===== src/rtl/fifo_multicanal.sv =====
// N-channel FIFO bank: independent per-channel pointers, counts, flags and sticky errors over one shared storage block.
// Optional per-channel occupancy output is enabled by defining FIFO_OCCUPANCY_EN.
module fifo_multicanal #(
  parameter int N_CHANNELS             = 4,
  parameter int FIFO_DEPTH             = 8,
  parameter int FIFO_WORD_SIZE         = 10,
  parameter int ALMOST_EMPTY_THRESHOLD = 2,
  parameter int ALMOST_FULL_THRESHOLD  = 6,
  localparam int FIFO_PTR_SIZE = $clog2(FIFO_DEPTH),
  localparam int CH_SIZE       = $clog2(N_CHANNELS)
) (
  input  logic                      clk,
  input  logic                      reset,
  input  logic [FIFO_WORD_SIZE-1:0] data_in,
  input  logic                      wr_en,
  input  logic [CH_SIZE-1:0]        wr_ch,
  input  logic                      rd_en,
  input  logic [CH_SIZE-1:0]        rd_ch,
  output logic [FIFO_WORD_SIZE-1:0] data_out,
  output logic                      valid_out,
  output logic [N_CHANNELS-1:0]     empty_flag,
  output logic [N_CHANNELS-1:0]     full_flag,
  output logic [N_CHANNELS-1:0]     almost_empty_flag,
  output logic [N_CHANNELS-1:0]     almost_full_flag,
  output logic [N_CHANNELS-1:0]     error_flag
`ifdef FIFO_OCCUPANCY_EN
  ,
  output logic [N_CHANNELS*(FIFO_PTR_SIZE+1)-1:0] occupancy
`endif
);

  localparam int CNT_W = FIFO_PTR_SIZE + 1;
  localparam logic [CNT_W-1:0] CNT_ZERO = '0;
  localparam logic [CNT_W-1:0] CNT_ONE  = CNT_W'(1);
  localparam logic [CNT_W-1:0] CNT_FULL = CNT_W'(FIFO_DEPTH);
  localparam logic [CNT_W-1:0] CNT_AE   = CNT_W'(ALMOST_EMPTY_THRESHOLD);
  localparam logic [CNT_W-1:0] CNT_AF   = CNT_W'(ALMOST_FULL_THRESHOLD);
  localparam logic [FIFO_PTR_SIZE-1:0] PTR_ONE = FIFO_PTR_SIZE'(1);

  logic [FIFO_WORD_SIZE-1:0] mem [N_CHANNELS][FIFO_DEPTH];
  logic [FIFO_PTR_SIZE-1:0]  wr_ptr [N_CHANNELS];
  logic [FIFO_PTR_SIZE-1:0]  rd_ptr [N_CHANNELS];
  logic [CNT_W-1:0]          count  [N_CHANNELS];

  logic                  wr_accept;
  logic                  rd_accept;
  logic [N_CHANNELS-1:0] inc;
  logic [N_CHANNELS-1:0] dec;

  always_comb begin
    empty_flag        = '0;
    full_flag         = '0;
    almost_empty_flag = '0;
    almost_full_flag  = '0;
    for (int c = 0; c < N_CHANNELS; c++) begin
      empty_flag[c]        = (count[c] == CNT_ZERO);
      full_flag[c]         = (count[c] == CNT_FULL);
      almost_empty_flag[c] = (count[c] <= CNT_AE);
      almost_full_flag[c]  = (count[c] >= CNT_AF);
    end
  end

  // A full channel still accepts a write when the same edge reads a word out of it.
  assign rd_accept = rd_en & ~empty_flag[rd_ch];
  assign wr_accept = wr_en & (~full_flag[wr_ch] | (rd_accept & (rd_ch == wr_ch)));

  always_comb begin
    inc = '0;
    dec = '0;
    for (int c = 0; c < N_CHANNELS; c++) begin
      inc[c] = wr_accept & (wr_ch == CH_SIZE'(c));
      dec[c] = rd_accept & (rd_ch == CH_SIZE'(c));
    end
  end

  always_ff @(posedge clk) begin
    if (!reset && wr_accept) mem[wr_ch][wr_ptr[wr_ch]] <= data_in;
  end

  // Output handshake: valid_out is a one-cycle qualifier with no ready; data_out carries the
  // word of the read accepted on the previous edge, and holds its value when valid_out is low.
  always_ff @(posedge clk) begin
    if (reset) begin
      for (int c = 0; c < N_CHANNELS; c++) begin
        wr_ptr[c] <= '0;
        rd_ptr[c] <= '0;
        count[c]  <= '0;
      end
      data_out   <= '0;
      valid_out  <= 1'b0;
      error_flag <= '0;
    end else begin
      valid_out <= rd_accept;
      if (rd_accept) data_out <= mem[rd_ch][rd_ptr[rd_ch]];
      for (int c = 0; c < N_CHANNELS; c++) begin
        if (inc[c]) wr_ptr[c] <= wr_ptr[c] + PTR_ONE;
        if (dec[c]) rd_ptr[c] <= rd_ptr[c] + PTR_ONE;
        if (inc[c] && !dec[c])      count[c] <= count[c] + CNT_ONE;
        else if (dec[c] && !inc[c]) count[c] <= count[c] - CNT_ONE;
      end
      if (rd_en && !rd_accept) error_flag[rd_ch] <= 1'b1;
      if (wr_en && !wr_accept) error_flag[wr_ch] <= 1'b1;
    end
  end

`ifdef FIFO_OCCUPANCY_EN
  for (genvar g = 0; g < N_CHANNELS; g++) begin : g_occ
    assign occupancy[g*CNT_W +: CNT_W] = count[g];
  end
`endif

endmodule

===== config.mk =====
export PLATFORM = sky130hd
export DESIGN_NAME = fifo_multicanal
export DESIGN_NICKNAME = d
export VERILOG_FILES = /design/src/rtl/fifo_multicanal.sv
export SDC_FILE = /design/constraint.sdc
export NUM_CORES = 1
export LEC_CHECK = 0
export ABC_AREA = 1
export CORE_ASPECT_RATIO = 0.75
export CORE_MARGIN = 4
export CORE_UTILIZATION = 30
export DETAILED_ROUTE_END_ITERATION = 10
export PLACE_DENSITY = 0.48
export RECOVER_POWER = 50
export SLEW_MARGIN = 30
export SYNTH_ARGS = -nofsm -noshare
export SYNTH_HDL_FRONTEND = slang
export SYNTH_SLANG_ARGS = --single-unit
export TNS_END_PERCENT = 100

===== constraint.sdc =====
create_clock -name clk -period 4.7 [get_ports clk]
set_input_delay 0.47 -clock clk [delete_from_list [all_inputs] [get_ports clk]]
set_output_delay 0.47 -clock clk [all_outputs]
set_load 0.1 [all_outputs]

== Word-level counts from Yosys, hierarchy flattened ==
Memory sizes are Yosys's and may differ from the RTL's.
Index checks and enable logic that the tools add are counted.
Widths: inputs -> output; s select.

* Input port bits: 18
* Word-level logic and storage cells: 202
* Flip-flop bits (word level): 15
* Memories kept: 4
* Bits in read-only memories: 0
* RAM bits: 360
* Bits in latches: 0
* Output and inout port bits: 31

{| class="wikitable"
|+ Memories
! name !! words !! width !! rd ports !! clocked after memory_dff !! write ports !! RTL line !! RTL
|-
| mem || 4 || 80 || 1 || 0 || 1 || 40 || <nowiki>logic [FIFO_WORD_SIZE-1:0] mem [N_CHANNELS][FIFO_DEPTH];</nowiki>
|-
| count || 4 || 4 || 4 || 0 || 4 || 43 || <nowiki>logic [CNT_W-1:0] count [N_CHANNELS];</nowiki>
|-
| rd_ptr || 4 || 3 || 5 || 0 || 4 || 42 || <nowiki>logic [FIFO_PTR_SIZE-1:0] rd_ptr [N_CHANNELS];</nowiki>
|-
| wr_ptr || 4 || 3 || 5 || 0 || 4 || 41 || <nowiki>logic [FIFO_PTR_SIZE-1:0] wr_ptr [N_CHANNELS];</nowiki>
|}

* Bitwise logic cells: 34
* Shift-type cells: 0
* Div/mod/pow operators: 0
* Mux-type cells: 88
* Equality and inequality tests: 11
* Reductions and logical operators: 31
* Multipliers: 0
* $add $sub $neg: 16
* Order comparisons: 15

{| class="wikitable"
|+ Operators by type and width
! kind !! count
|-
| $mux 80 || 1
|-
| $mux 1 || 59
|-
| $mux 4 || 11
|-
| $bmux 10 s3 || 1
|-
| $demux 10 s3 || 1
|-
| $mux 10 || 3
|-
| $add 3x1->3 const B || 8
|-
| $mux 3 || 8
|-
| $or 1x1->1 || 17
|-
| $add 4x1->4 const B || 4
|-
| $eq 4x4->1 const B || 4
|-
| $ge 4x3->1 const B || 4
|-
| $le 4x2->1 const B || 4
|-
| $logic_not 4->1 || 4
|-
| $sub 4x1->4 const B || 4
|-
| $logic_and 1x1->1 || 14
|-
| $and 1x1->1 || 11
|-
| $logic_not 1->1 || 11
|-
| $eq 2x2->1 const B || 4
|-
| $ge 4x4->1 const B || 2
|-
| $not 3->4 || 2
|-
| $or 4x4->4 || 2
|-
| $lt 2x3->1 const B || 2
|-
| $bmux 1 s2 || 2
|-
| 7 further kinds || 12
|}

== Logic depth before layout (Yosys ltp) ==
Gate-level depths: netlist (run 1).

* Depth in word-level cells: 16
* Depth in mapped cells: 17
* Mapped depth without buffers: 17

== Least setup slack after synthesis (run 1) ==
OpenSTA, ideal clock, no wires.

* Kind: register to output
* Start point: memory count[0][0] (netlist bit)
* End point: output port full_flag[0]
* Path slack: 860 ps
* Required time: 4230 ps
* Stages on the path, launching flop included: 2
* Arrival: 3370 ps
* Cells stage by stage: edfxtp_1 nor4_1

{| class="wikitable"
|+ RTL lines
! element !! RTL line !! RTL
|-
| start: declaration || 43 ||
|-
| end: declaration || 22 || <nowiki>output logic [N_CHANNELS-1:0] full_flag,</nowiki>
|}

== Worst setup path in the final report (run 1) ==
* Start point: input port rd_ch[0]
* End point: register data_out[3]

* Cells in the longest elaborated chain, start to end: 5
* Elaborated cells on any way between the ends: 10
* Those cells by class: 5 x mux; 3 x bitwise; 2 x memory

{| class="wikitable"
|+ RTL lines
! element !! RTL line !! RTL
|-
| start: declaration || 18 || <nowiki>input logic [CH_SIZE-1:0] rd_ch,</nowiki>
|-
| $mem_v2 4x3 || - ||
|-
| $not 3->4 (implied by the code) || 94 || <nowiki>if (rd_accept) data_out <= mem[rd_ch][rd_ptr[rd_ch]];</nowiki>
|-
| $bmux 10 s3 || 94 ||
|-
| $mux 10 (implied by the code) (2 in a row) || 94 ||
|-
| end signal: assignment || 94 ||
|-
| end: declaration || 19 || <nowiki>output logic [FIFO_WORD_SIZE-1:0] data_out,</nowiki>
|}

Parallel ways exist; a longest one is shown, timed or not. The select of a mux whose other input is x is not followed.
A chain may end at the register's enable or synchronous reset.

==> out/metrics.yaml, run 1 <==
outcome:
  status: "complete, but fails checks"
  violations: "max-capacitance violations, max-slew violations"
finish:
  fin_nets: 1636
  layoutNonFillerInstCount: 2334
  fillCellCount: 5339
  area_growth_pct: 16.23
  fin_area_um2: 18650
  drive_gt1_share_pct: 7.222
grt:
  antenna_found_initial: 2
  grt_overflow: 0
  grt_pass1_wl_um: 66160
  grt_max_degree: 82
  grt_usage_pct: 15.34
  grt_pass1_vias: 10220
pwr:
  power.switching_mw: 1.933
  vdd_drop_max_v: 0.0001670
  comb_power_share_pct: 11.2
  seqPwrFrac_pct: 50.8
  p_per_area_nw_per_um2: 397.0
  leakagePower_nw: 7.221
  cellInternalPower_mw: 5.472
  swShare_pct: 26.10
  p_clk_share_pct: 38.0
clock_tree:
  clockBufferDepth: 3
  worst_skew_pair.late_latency_ns: 0.54
  cts_resized: 0
  clock_sinks: 375
  cts_buffers: 38
  cts_tree: "done"
  htreeDepth: 2
  cts_root_buf: "clkbuf_16"
  cts_setup_buffers: 0
  path_clk_slew_ns: 0.06
  cts_hold_buffers: 0
setup_path:
  cp_cell_sequence: "dlygate4sd3_1 -> nand2_1 -> inv_1 -> buf_4 -> nand2_1 -> nand4_1 -> buf_4 -> nand2_1 -> nand3_1 -> nand3_1 -> nand2_1 -> a21oi_1"
  crit_family: "buffers and inverters"
  cp.required_ns: 5.09
  worst_setup_path_start_kind: "input port"
  path_class: "input port to register"
  cp_num_buf_inv: 4
  end_kind: "register"
  slowest_delay_ns: 0.78
  cp_max_fo: 64
  slowest_stage: "buf_4"
  cpMostUsedCell: "nand2_1"
  crit_arrival_ns: 4.12
die:
  die-height_um: 208.3
  dieArea_um2: 57290
  die_w_um: 275.1
  fp.coreArea_um2: 52980
  io_pins: 49
  floorplan.initialDensity_pct: 30.29
  num_rows: 73
place:
  portBuffers: 48
  place_inst: 2270
  hpwl_um: 27740
  gp_congestion: 0.8312
  postPlaceCellArea_um2: 17590
min_path:
  hold_class: "register to register"
synth:
  yosysWarnings: 0
  synth.distinct_cells: 32
  ys_seq_elements: 375
  seq_area_frac_synth_pct: 69.24
  synth_nets: 1549
  avgSynthCellArea_um2: 10.62
  synth_area_um2: 16050
  synth_cells: 1511
timing:
  rsz0062_at_grt: "no"
  whs_ns: 0.5510
  finClkSkew_ns: 0.02211
  hold_violations: 0
  worstMarginPinSlew_ns: 2.130
  max-slew-margin-rel_pct: -41.97
  setup_viol: 0
  setup_tns_ns: 0
  fmax_mhz: 268.2
  finalCritPeriodShare_pct: 79.34
  fin_crit_ns: 3.729
  slew_viol_final: 332
job:
  drv_cap: 10
route:
  ant_nets: 0
  drc: 0
  wl_per_cell_um: 18.92
  routed_wirelength_um: 44160
  dr.first_iter.drc_count: 823
  drt-pass1-iter-count: 5
  viasPerCell: 4.588
  vias: 10710
[synthesized netlist by cell type]
master | number | area [µm²]
nand4_1 | 8 | 50.05
buf_2 | 31 | 155.2
nand2_2 | 3 | 18.77
nor3_1 | 2 | 10.01
xor2_1 | 10 | 87.58
nand2_1 | 614 | 2305
xnor2_1 | 8 | 70.07
nor2_4 | 2 | 22.52
clkinv_1 | 2 | 7.510
o21ai_0 | 24 | 120.1
buf_1 | 2 | 7.510
clkbuf_1 | 21 | 78.83
fa_1 | 3 | 60.06
a22oi_1 | 2 | 15.01
edfxtp_1 | 360 | 10810
nor4_1 | 6 | 37.54
nand3_2 | 7 | 70.07
nand2_4 | 1 | 11.26
a21oi_1 | 28 | 140.1
nor2_1 | 175 | 656.9
nor3_2 | 1 | 10.01
o21bai_1 | 4 | 30.03
ha_1 | 17 | 212.7
o22ai_1 | 3 | 18.77
dfxtp_1 | 15 | 300.3
buf_6 | 1 | 11.26
nor2_2 | 3 | 18.77
nand3_1 | 90 | 450.4
inv_1 | 59 | 221.5
nor2b_1 | 1 | 6.260
inv_2 | 7 | 26.28
nand2b_1 | 1 | 6.260
[path summary, 6_finish.rpt]
path                                  start     endpoint  slack [ns]  depth (start not counted)
worst min register to register  data_out[5]  data_out[5]        0.55                          2
worst max register to register  count[3][0]  count[2][3]        1.42                         17
worst max-delay path               rd_ch[0]  data_out[3]        0.97                         12
worst min-delay path            data_out[5]  data_out[5]        0.55                          2
[registers in the layout (all words and copies together), names as in the netlist]
| signal | cells |
|---|---|
| mem | 320 |
| count | 16 |
| rd_ptr | 12 |
| wr_ptr | 12 |
| data_out | 10 |
| error_flag | 4 |
| valid_out | 1 |
[per-stage QoR]
step	setup WS (ns)	total power, mW	util, %
floorplan	0.8597	4.356	-
global placement	0.7508	4.674	33.22
detailed placement	0.8275	4.674	33.21
CTS	1.313	7.484	35.31
global route	0.6043	7.710	35.20
finish	0.9710	7.405	35.21
[routing by layer]
layer	global-route usage (%)	wire, µm
met1	24.29	22580
met2	20.82	17570
met3	3.851	3095
met4	3.406	814
met5	1.188	93
[cells by family (layout without fill, tap and decap cells)]
logic type               Yosys count  count (layout)  share of synthesized area, %
other                              0               2                             0
AO/OA/AOI/OAI                     61              61                         2.019
buffers and inverters            123             232                         3.166
flip-flops                       375             375                         69.24
AND/OR/NAND/NOR                  914             914                         22.89
XOR/XNOR                          18              18                        0.9824
adder cells (fa/ha/maj)           20              20                         1.700
[cells in the final DEF, fill, tap and decap left out, types with 5 or more instances in the layout]
master           instances
clkdlybuf4s50_1         27
clkinv_1                 9
nand4_1                  8
inv_2                    6
xor2_1                  10
dfxtp_1                 15
nand3_1                 91
buf_4                   42
dlygate4sd3_1           18
clkinv_2                 7
ha_1                    17
clkbuf_1                18
nor2_4                   5
o21ai_0                 24
a21oi_1                 28
nand3_2                  6
xnor2_1                  8
clkbuf_16               39
nor4_1                   6
edfxtp_1               360
nor2_1                 172
nand2_1                616
inv_1                   60
[power by group through the flow]
stage | clock network, mW | registers (mW) | logic, mW
floorplan | 0 | 3.90 | 0.455
global placement | 0 | 3.83 | 0.845
detailed placement | 0 | 3.83 | 0.844
CTS | 2.88 | 3.76 | 0.847
global route | 3.04 | 3.77 | 0.902
finish | 2.81 | 3.76 | 0.828
[worst min-delay path, stage by stage, from the launching register on]
cell and delay, ns:
dfxtp_1 0.32, o21ai_0 0.15, a21oi_1 0.04
[final cells by class]
class / instances / area (µm²) / area share [%]
diodes: 2 / 5.005 / 0.02683
clock buffers: 44 / 994.7 / 5.333
clock inverters: 18 / 116.4 / 0.6239
inverters: 68 / 255.2 / 1.369
multi-input cells: 1013 / 4441 / 23.81
flip-flops and latches: 375 / 11110 / 59.57
well taps: 712 / 890.9 / 4.777
repair buffers: 102 / 837.1 / 4.488
(Power assumes the default switching activity.)
==> run 2: changes to the inputs <==
--- a/config.mk
+++ b/config.mk
@@ -10,7 +10,7 @@
 export CORE_MARGIN = 4
 export CORE_UTILIZATION = 30
 export DETAILED_ROUTE_END_ITERATION = 10
-export PLACE_DENSITY = 0.48
+export PLACE_DENSITY = 0.49
 export RECOVER_POWER = 50
 export SLEW_MARGIN = 30
 export SYNTH_ARGS = -nofsm -noshare
==> constraint.sdc (replaced) <==
create_clock -name clk -period 3.1 [get_ports clk]
set_input_delay 0.31 -clock clk [delete_from_list [all_inputs] [get_ports clk]]
set_output_delay 0.31 -clock clk [all_outputs]
set_load 0.1 [all_outputs]
==> run 2 against run 1 <==
Net effect: the flow still finishes with violations (max-capacitance violations, max-slew violations); combinational power is 53% higher; global-route usage decreased by 0.52 points; die area unchanged; largest cell class unchanged.
==> out/metrics.yaml, run 2 (same netlist as run 1, synthesis figures left out) <==
die:
  die_w_um: 275.1
  die-height_um: 208.3
  io_pins: 49
  fp.coreArea_um2: 52980
  dieArea_um2: 57290
  num_rows: 73
  floorplan.initialDensity_pct: 30.29
place:
  hpwl_um: 27470
  gp_congestion: 0.8302
  portBuffers: 48
clock_tree:
  path_clk_slew_ns: 0.06
  cts_setup_buffers: 0
  clock_sinks: 375
  htreeDepth: 2
  clockBufferDepth: 3
  cts_root_buf: "clkbuf_16"
  cts_tree: "done"
  worst_skew_pair.late_latency_ns: 0.54
  cts_buffers: 40
setup_path:
  cp_max_fo: 4
  cp_num_buf_inv: 4
  path_class: "register to register"
  cp.required_ns: 3.39
  end_kind: "register"
  slowest_delay_ns: 0.39
  crit_arrival_ns: 3.14
  cp_cell_sequence: "inv_1 -> ha_1 -> buf_4 -> nand3_1 -> nand2_1 -> nor2_4 -> nand3_2 -> nand2_4 -> nand3_1 -> nand2_1 -> inv_1 -> ha_1 -> a21oi_1 -> nand2_1 -> xor2_1 -> inv_1 -> a21oi_1 -> nor2_1"
  crit_family: "simple AND/OR/NAND/NOR gates"
  worst_setup_path_start_kind: "register"
  slowest_stage: "edfxtp_1"
route:
  vias: 10780
  wl_per_cell_um: 18.19
  dr.first_iter.drc_count: 754
  viasPerCell: 4.534
  drt-pass1-iter-count: 5
  drc: 0
  ant_nets: 0
  routed_wirelength_um: 43240
timing:
  fmax_mhz: 350.8
  finalCritPeriodShare_pct: 91.96
  finClkSkew_ns: 0.02370
  setup_viol: 0
  whs_ns: 0.5356
  rsz0062_at_grt: "no"
  slew_viol_final: 330
  fin_crit_ns: 2.851
  worstMarginPinSlew_ns: 1.845
  max-slew-margin-rel_pct: -23.00
  hold_violations: 0
grt:
  antenna_found_initial: 0
  grt_usage_pct: 14.83
  grt_pass1_vias: 10200
  grt_max_degree: 82
  grt_overflow: 0
  grt_pass1_wl_um: 64110
finish:
  finish.utilization_pct: 35.70
  area_growth_pct: 17.87
  largest_reg_flops: 320
  mostFrequentLayoutCells: "613 x nand2_1, 360 x edfxtp_1, 171 x nor2_1"
  layout_commonest_cell: "nand2_1"
  fin_nets: 1672
  fillCellCount: 5310
  n_antenna_cell: 0
  drive_gt1_share_pct: 9.910
job:
  drv_cap: 10
pwr:
  power.total_mw: 11.43
  leakagePower_nw: 7.369
  vdd_drop_max_v: 0.0003512
  p_per_area_nw_per_um2: 604.5
min_path:
  hold_class: "input port to register"
outcome:
  status: "complete, but fails checks"
  violations: "max-capacitance violations, max-slew violations"
run 2: worst reg2reg max path, cell delays in order (launching register included):
cell and delay (ns):
edfxtp_1 0.39, inv_1 0.10, ha_1 0.22, buf_4 0.16, nand3_1 0.08, nand2_1 0.10
nor2_4 0.15, nand3_2 0.09, nand2_4 0.10, nand3_1 0.10, nand2_1 0.11, inv_1 0.06
ha_1 0.31, a21oi_1 0.16, nand2_1 0.08, xor2_1 0.17, inv_1 0.06, a21oi_1 0.11
nor2_1 0.06
run 2: worst paths after layout:
| path | from | depth (start not counted) | slack (ns) | endpoint |
|---|---|---|---|---|
| worst max-delay path | count[3][0] | 18 | 0.25 | count[2][3] |
| worst min-delay path | reset | 2 | 0.54 | error_flag[3] |
| worst max register to register | count[3][0] | 18 | 0.25 | count[2][3] |
| worst min register to register | data_out[5] | 2 | 0.54 | data_out[5] |
run 2: routing by layer:
layer / global-route usage [%] / up-vias / wire [µm]
li1: - / 5294 / -
met1: 23.43 / 5170 / 22090
met3: 3.044 / 52 / 2513
met5: 0 / - / 0
met4: 3.512 / 0 / 685
met2: 20.67 / 261 / 17950
run 2: cell type report:
class                           instances  area (µm²)  area share (%)
Sequential cell                       375       11110           58.74
Multi-Input combinational cell       1013        4477           23.67
Clock buffer                           50        1060           5.603
Timing Repair Buffer                  136       984.7           5.206
Tap cell                              712       890.9           4.710
Inverter                               68       255.2           1.349
Clock inverter                         23       136.4          0.7210
run 2: report_power, final:
group / total (mW) / switching (mW) / leakage, nW / internal [mW]
Clock: 4.46 / 1.95 / 0.588 / 2.51
Combinational: 1.27 / 0.975 / 3.36 / 0.294
Sequential: 5.71 / 0.0697 / 3.42 / 5.64
run 2: stage by stage:
| stage | setup slack [ns] | TNS [ns] | cells | instance area [µm²] |
|---|---|---|---|---|
| floorplan | -0.5803 | -3.469 | 1511 | 16050 |
| global placement | 0.1041 | 0 | 2304 | 17840 |
| detailed placement | 0.02407 | 0 | 2304 | 17840 |
| CTS | 0.2091 | 0 | 2377 | 19030 |
| global route | 0.02766 | 0 | 2377 | 18910 |
| finish | 0.2491 | 0 | 2377 | 18910 |
run 2: repair_timing:
action / 4_1_cts / 5_1_grt
resized for setup: 0 / 3
endpoints found under the setup margin: 0 / 1
hold buffers: 0 / 0
hold endpoints to repair: 0 / 0
==> run 3: changes to the inputs <==
--- a/config.mk
+++ b/config.mk
@@ -6,11 +6,13 @@
 export NUM_CORES = 1
 export LEC_CHECK = 0
 export ABC_AREA = 1
+export CELL_PAD_IN_SITES_DETAIL_PLACEMENT = 0
+export CELL_PAD_IN_SITES_GLOBAL_PLACEMENT = 2
 export CORE_ASPECT_RATIO = 0.75
 export CORE_MARGIN = 4
 export CORE_UTILIZATION = 30
 export DETAILED_ROUTE_END_ITERATION = 10
-export PLACE_DENSITY = 0.49
+export PLACE_DENSITY = 0.66
 export RECOVER_POWER = 50
 export SLEW_MARGIN = 30
 export SYNTH_ARGS = -nofsm -noshare
==> run 3 against run 2 <==
Net effect: the run still ends with max-capacitance violations, max-slew violations left; final cell count up 0.42%; die area unchanged; design area rose by 0.46%; non-clock buffer count rose by 9; clock power up 3%; clock skew fell by 0.0071 ns; global-route usage is 1.1 points higher; count of clock-buffer cells in the layout up 3; critical path type unchanged; largest power group unchanged.
==> out/metrics.yaml, run 3 (same netlist as run 1, synthesis figures left out) <==
outcome:
  status: "complete, but fails checks"
  violations: "max-capacitance violations, max-slew violations"
route:
  wl_per_cell_um: 19.31
  ant_nets: 0
  drc: 0
  drt-pass1-iter-count: 5
  viasPerCell: 4.495
  routed_wirelength_um: 46090
  dr.first_iter.drc_count: 941
  vias: 10730
grt:
  grt_max_degree: 82
  antenna_found_initial: 1
  grt_pass1_vias: 10290
  grt_pass1_wl_um: 68210
  grt_overflow: 0
  grt_usage_pct: 15.98
min_path:
  hold-path-endpoint: "data_out[5]"
  hold_class: "register to register"
  min_from: "data_out[5]"
  hold_path_depth: 2
timing:
  slew_viol_final: 331
  fmax_mhz: 353.0
  layout_setup_ws_ns: 0.2672
  hold_violations: 0
  fin_crit_ns: 2.833
  max-slew-margin-rel_pct: -23.63
  finClkSkew_ns: 0.01655
  setup_viol: 0
  finalCritPeriodShare_pct: 91.38
  worstMarginPinSlew_ns: 1.854
setup_path:
  cp.required_ns: 3.39
  path_class: "register to register"
  end_kind: "register"
  worstReg2RegStart: "count[3][1]"
  crit_arrival_ns: 3.12
  worst_setup_path_start_kind: "register"
  rrSetupSlack_ns: 0.27
  r2r-end: "count[1][3]"
  cp_max_fo: 4
  reg2regPathDepth: 19
place:
  hpwl_um: 29490
  dp_slack_ns: -0.009029
  portBuffers: 48
  place_inst: 2312
  gp_congestion: 0.8178
finish:
  area_growth_pct: 18.42
  layoutNonFillerInstCount: 2387
  fillCellCount: 5316
  drive_gt1_share_pct: 10.33
  mostFrequentLayoutCells: "614 x nand2_1, 360 x edfxtp_1, 170 x nor2_1"
  layout_commonest_cell: "nand2_1"
  largest_reg_flops: 320
  fin_nets: 1682
clock_tree:
  cts_buffers: 41
  cts_root_buf: "clkbuf_16"
  clock_sinks: 375
  worst_skew_pair.late_latency_ns: 0.54
  clockBufferDepth: 3
  htreeDepth: 2
  cts_tree: "done"
  cts_hold_buffers: 0
  path_clk_slew_ns: 0.06
pwr:
  leakagePower_nw: 7.415
  p_per_area_nw_per_um2: 610.7
  vdd_drop_max_v: 0.0003741
job:
  drv_cap: 10
die:
  die_w_um: 275.1
  io_pins: 49
  num_rows: 73
  floorplan.initialDensity_pct: 30.29
  fp.coreArea_um2: 52980
  dieArea_um2: 57290
  die-height_um: 208.3
run 3: worst max path at each step:
| stage | from | end | slack [ns] |
|---|---|---|---|
| floorplan | count[0][0] | full_flag[0] | -0.58 |
| detailed placement | rd_ch[1] | count[0][3] | -0.009 |
| global route | count[3][1] | count[0][3] | -0.004 |
| finish | count[3][1] | count[1][3] | 0.27 |
| CTS | count[3][1] | count[0][3] | 0.15 |
| global placement | rd_ch[0] | data_out[8] | 0.03 |
run 3: cell type report:
| class | instances | area (µm²) | area share [%] |
|---|---|---|---|
| Sequential cell | 375 | 11110 | 58.47 |
| Clock inverter | 20 | 126.4 | 0.6650 |
| Timing Repair Buffer | 145 | 1025 | 5.393 |
| Antenna cell | 1 | 2.502 | 0.01317 |
| Multi-Input combinational cell | 1013 | 4478 | 23.57 |
| Tap cell | 712 | 890.9 | 4.688 |
| Inverter | 68 | 255.2 | 1.343 |
| Clock buffer | 53 | 1114 | 5.860 |
run 3: metrics by stage:
stage	hold WS [ns]	TNS (ns)	utilization (%)	power (mW)	cell area, µm²
after floorplan	0.4089	-3.469	-	6.606	16050
after global placement	0.5333	0	33.75	7.153	17880
after detailed placement	0.5313	-0.009029	33.75	7.152	17880
after CTS	0.5159	0	36.09	11.77	19120
after global routing	0.5718	-0.003959	35.86	12.08	19000
final	0.5343	0	35.87	11.60	19000
run 3: report_power, final:
part / internal, mW / total (mW) / switching, mW
clock network: 2.62 / 4.60 / 1.98
registers: 5.64 / 5.71 / 0.0723
logic: 0.297 / 1.29 / 0.997
total: 8.55 / 11.6 / 3.05
run 3: critical path: stages, from the launching register on:
cell	delay, ns
edfxtp_1	0.39
inv_1	0.09
ha_1	0.21
clkbuf_1	0.13
nand3_1	0.09
nand2_1	0.10
nor2_4	0.13
nand3_2	0.09
nand2_4	0.09
buf_4	0.13
nand3_1	0.09
nand2_1	0.10
inv_1	0.06
ha_1	0.31
a21oi_1	0.15
nand2_1	0.07
xor2_1	0.13
inv_1	0.06
nand2_1	0.06
o21ai_0	0.07
run 3: routing by layer:
metal / vias to the layer above / GRT usage, % / part of all wire (%)
met2: 201 / 21.93 / 40
met1: 5160 / 26.20 / 54
met5: - / 0 / 0
li1: 5311 / - / -
met4: 0 / 3.212 / 1.7
met3: 57 / 2.675 / 4.5
run 3: repair_timing:
action	CTS	global route
gates resized for setup	0	3
endpoints found under the setup margin	0	11
buffers inserted	0	1
